File: src/rtl/gshare_predictor.sv
// rtl/gshare_predictor.sv - gshare branch predictor: GHR plus PHT of 2-bit saturating counters
module gshare_predictor #(
    parameter int                HIST_W     = 10,
    parameter int                INDEX_MODE = 1,
    parameter logic [HIST_W-1:0] RESET_HIST = '1
) (
    input  logic              clk,
    input  logic              rst_n,
    input  logic              lookup_valid,
    input  logic [31:0]       lookup_pc,
    input  logic [31:0]       lookup_inst,
    output logic              pred_taken,
    output logic [HIST_W-1:0] pred_idx,
    output logic [HIST_W-1:0] pred_hist,
    input  logic              resolve_valid,
    input  logic [HIST_W-1:0] resolve_idx,
    input  logic [HIST_W-1:0] resolve_hist,
    input  logic              resolve_taken,
    input  logic              resolve_mispredict,
    output logic              ready
);

    localparam int                PHT_N    = 1 << HIST_W;
    localparam logic [HIST_W-1:0] LAST_IDX = '1;
    localparam logic [6:0]        OP_BRANCH = 7'b1100011;

    typedef enum logic {
        ST_INIT,
        ST_RUN
    } state_t;

    state_t            state;
    state_t            state_next;
    logic [HIST_W-1:0] sweep_cnt;
    logic [HIST_W-1:0] ghr;
    logic [HIST_W-1:0] ghr_next;
    logic [HIST_W-1:0] lookup_idx;
    logic              is_branch;
    logic              sweep_done;
    logic [1:0]        pht [PHT_N];

    // Inputs only partly consumed depending on HIST_W / INDEX_MODE.
    logic unused_inputs;
    assign unused_inputs = &{1'b0, lookup_pc, lookup_inst[31:7], resolve_hist[HIST_W-1]};

    generate
        if (INDEX_MODE != 0) begin : g_gshare
            assign lookup_idx = ghr ^ lookup_pc[HIST_W+1:2];
        end else begin : g_global
            assign lookup_idx = ghr;
        end
    endgenerate

    function automatic logic [1:0] sat_update(input logic [1:0] cnt, input logic taken);
        logic [1:0] res;
        res = cnt;
        if (taken && cnt != 2'b11) begin
            res = cnt + 2'b01;
        end else if (!taken && cnt != 2'b00) begin
            res = cnt - 2'b01;
        end
        return res;
    endfunction

    always_comb begin
        ready      = (state == ST_RUN);
        pred_idx   = ready ? lookup_idx : '0;
        pred_taken = ready & pht[pred_idx][1];
        pred_hist  = ghr;
        is_branch  = lookup_valid & ready & (lookup_inst[6:0] == OP_BRANCH);
        sweep_done = (state == ST_INIT) && (sweep_cnt == LAST_IDX);
    end

    always_comb begin
        state_next = state;
        ghr_next   = ghr;
        case (state)
            ST_INIT: begin
                if (sweep_done) begin
                    state_next = ST_RUN;
                    ghr_next   = RESET_HIST;
                end
            end
            ST_RUN: begin
                // Recovery wins over the speculative shift of a same-cycle branch.
                if (resolve_valid && resolve_mispredict) begin
                    ghr_next = {resolve_hist[HIST_W-2:0], resolve_taken};
                end else if (is_branch) begin
                    ghr_next = {ghr[HIST_W-2:0], pred_taken};
                end
            end
            default: state_next = ST_INIT;
        endcase
    end

    always_ff @(posedge clk) begin
        if (!rst_n) begin
            state     <= ST_INIT;
            sweep_cnt <= '0;
            ghr       <= RESET_HIST;
        end else begin
            state <= state_next;
            ghr   <= ghr_next;
            if (state == ST_INIT && !sweep_done) begin
                sweep_cnt <= sweep_cnt + 1'b1;
            end
        end
    end

    // Table has no reset; the init sweep rewrites every entry after each reset.
    always_ff @(posedge clk) begin
        if (rst_n) begin
            if (state == ST_INIT) begin
                pht[sweep_cnt] <= 2'b01;
            end else if (resolve_valid) begin
                pht[resolve_idx] <= sat_update(pht[resolve_idx], resolve_taken);
            end
        end
    end

endmodule

File: config.mk
export PLATFORM = sky130hd
export DESIGN_NAME = gshare_predictor
export DESIGN_NICKNAME = d
export VERILOG_FILES = /design/src/rtl/gshare_predictor.sv
export SDC_FILE = /design/constraint.sdc
export NUM_CORES = 2
export LEC_CHECK = 0
export ABC_AREA = 1
export CAP_MARGIN = 20
export CORE_MARGIN = 10
export CORE_UTILIZATION = 55
export CTS_CLUSTER_DIAMETER = 200
export CTS_CLUSTER_SIZE = 10
export DETAILED_ROUTE_END_ITERATION = 10
export PLACE_DENSITY_LB_ADDON = 0.12
export SLEW_MARGIN = 20
export SYNTH_ARGS = -nofsm -noshare
export SYNTH_HDL_FRONTEND = slang
export SYNTH_SLANG_ARGS = --single-unit
File: constraint.sdc
create_clock -name clk -period 71.1 [get_ports clk]
set_clock_uncertainty 0.2 [all_clocks]
set_input_delay 17.775 -clock clk [delete_from_list [all_inputs] [get_ports clk]]
set_output_delay 17.775 -clock clk [all_outputs]
set_load 0.01 [all_outputs]
==> reports/summary.txt <==
internal power -> 1.918 mW
vias in the first global route -> 75.89k
# hold bufs at CTS -> 0
gr busiest metal -> met2
DR pass1 iterations -> 9
I/O pin cnt -> 112
status -> finished with violations
Mapped Cells -> 9970
maxcap violations -> 0
die width -> 439.9 um
slowest cell on the critical path -> buf_4
final worst path period share -> 0.6027
sequential power share -> 0.534
GRT overflow -> 0
hold_ws -> 299.7 ps
first-pass GRT wire length -> 491.3 mm
DRC violations left -> 2
Syn Area/Cell -> 9.727 um2
Post-Route WL -> 340.3 mm
Pins Over Slew Limit -> 0
Sw Pwr -> 0.5535 mW
Final nets -> 9614
Setup CP Type -> in2out
maximum clock rate -> 0.02334 GHz
met1 usage -> 0.4489
Worst EP arrival -> 24870 ps
post-CTS sizing -> 0
FP Rows -> 154
synthesized flop and latch total -> 2069
delay of the slowest critical-path stage -> 930 ps
RSZ-0062 raised after global routing -> no
initial antenna violation count -> 14
final hold violation count -> 0
crit start category -> input port
Tot GR Track Use -> 0.3414
CTS tree -> yes
Placeable Area -> 175700 um2
Longest Clk Path Bufs -> 3
DR vias -> 80.26k
Clock Power Share -> 0.411
WL/cell -> 28.59 um
Req. time, crit path -> 53120 ps
area of the die -> 193500 um2
most frequent cells in the layout -> nor2_1 (2104), edfxtp_1 (2048), nand3_1 (1524)
Worst-path clk slew -> 60 ps
Clk Latency, worst-skew pair -> 890 ps
postcts setup bufs -> 0
Via-to-Cell Ratio -> 6.743
crit path time final -> 42850 ps
Placer Congestion -> 0.8682
YS warnings -> 0
Iter 0 DRT Violations -> 13.32k
HP Class -> reg2reg
CP dominant cell by count -> nand3_1
PortBufs -> 63
Pwr per Cell Area -> 23.61 nW/um2
crit path cell chain -> clkdlybuf4s50_1 > nand2_4 > nand3_4 > buf_4 > buf_4 > buf_4 > nand2_1 > nand3_1 > nand3_1 > nand3_1 > nand3_1 > nand3_1 > nand3_1 > nand3_1 > nand3_1 > nand3_1 > nand2_1 > nor2_1 > clkdlybuf4s50_1
share of layout cells above drive strength 1 -> 0.05013
Pleak -> 36.24 nW
Layout area overhead -> 7.941%
grt met2 use -> 0.5162
GR Layer Usage met3 -> 0.08900
TritonCTS buffer count -> 224
CP endpoint kind -> output pin
DRT antenna net count -> 0
sw frac -> 0.2239
CTS root buffer -> clkbuf_16
fillcell total -> 14.69k
combinational power share -> 0.054
most common cell after layout, fill and taps aside -> nor2_1
DP HPWL -> 168.2 mm
Least-Margin Pin Slew -> 1290 ps
die height -> 439.9 um
crit-path max FO -> 72
setup violators final -> 0
clk sinks -> 2069
failing checks -> design-rule violations
setup tns final -> 0 ps
largest net degree at the start of global routing -> 253
H-tree levels -> 4
Syn Nets -> 10.06k
Initial Util -> 0.5519
post-synthesis cell type count -> 37
Syn Std Cell Area -> 96980 um2
Peak VDD IR -> 0.00002046 V
sequential area share after synthesis -> 0.6385
Slew headroom -> 0.1369
-- cells by family (layout without fill, tap and decap cells) --
| logic type | count (synthesis) | after routing | synth area share |
|---|---|---|---|
| AO/OA/AOI/OAI | 1592 | 1592 | 0.08939 |
| XOR/XNOR | 5 | 5 | 0.0004515 |
| adder cells (fa/ha/maj) | 3 | 3 | 0.0003871 |
| buffers and inverters | 985 | 571 | 0.04180 |
| flip-flops | 2069 | 2069 | 0.6385 |
| other | 0 | 6 | 0 |
| AND/OR/NAND/NOR | 5316 | 5316 | 0.2295 |
-- layer usage --
layer	routed length, um	up-vias	share of wire
met5	87	-	0.00026
met4	21190	14	0.062
met3	50040	1158	0.15
met2	147900	6249	0.43
met1	121100	38520	0.36
li1	-	34320	-
-- sequential cells by signal, summed over array words and instances (netlist names) --
signal,cells
sweep_cnt,10
ready,1
pht,2048
pred_hist,10
-- metrics by stage --
step                instances  instance area (um2)    util  worst slack, ps  power (mW)
global route            11900               104700  0.5956            28220       2.530
floorplan                9970                96980       -            18190       1.430
finish                  11900               104700  0.5957            28250       2.471
global placement        11630                98600  0.5611            28730       1.474
detailed placement      11630                98720  0.5618            28690       1.475
CTS                     11900               104600  0.5955            28680       2.469
-- final timing paths --
kind	from	end	slack, ps	depth (start not counted)
setup / recovery	lookup_pc[2]	pred_taken	28250	19
hold / removal	sweep_cnt[5]	sweep_cnt[6]	300	2
setup reg to reg	pred_hist[0]	pred_hist[0]	64380	19
hold reg to reg	sweep_cnt[5]	sweep_cnt[6]	300	2
-- cell type report --
| class | instances | area (um2) | area share |
|---|---|---|---|
| flip-flops and latches | 2069 | 61920 | 0.5915 |
| diodes | 6 | 15.01 | 0.0001434 |
| multi-input cells | 6916 | 31450 | 0.3004 |
| repair buffers | 213 | 2041 | 0.01949 |
| clock inverters | 11 | 148.9 | 0.001422 |
| inverters | 97 | 415.4 | 0.003968 |
| well taps | 2340 | 2928 | 0.02797 |
| clock buffers | 250 | 5767 | 0.05509 |
-- worst max-delay path, delay by kind of cell --
family	cells	cell delay, ps
buffers and inverters	5	3920
and+or+nand+nor	14	3090
-- cells in the mapped netlist (all sizes together) --
master  instances  area (um2)
nand4         104       650.6
nor2         2111        7939
ha              3       37.54
o22ai         516        3228
nor3b           1       7.510
xnor2           4       35.03
xor2            1       8.760
nand2        1531        5747
o211ai          1       7.510
nor4b           1       8.760
buf           366        1730
edfxtp       2048       61500
nand3b          1       7.510
clkbuf        522        1959
a31oi           8       50.05
dfxtp          21       420.4
nor4            1       6.260
o21ai        1048        5253
a211o           8       70.07
nand3        1541        7722
or2             2       12.51
a21oi           9       45.04
nor3           23       157.7
o31ai           1       7.510
inv            94       352.8
a221oi          1       8.760
clkinv          3       11.26
-- power by group through the flow --
stage	sequential (mW)	clock [mW]	combinational, mW
detailed placement	1.35	0	0.129
CTS	1.32	1.02	0.129
global placement	1.35	0	0.128
floorplan	1.35	0	0.0846
global route	1.32	1.07	0.143
finish	1.32	1.02	0.134
Power figures use the tool's default switching activity.
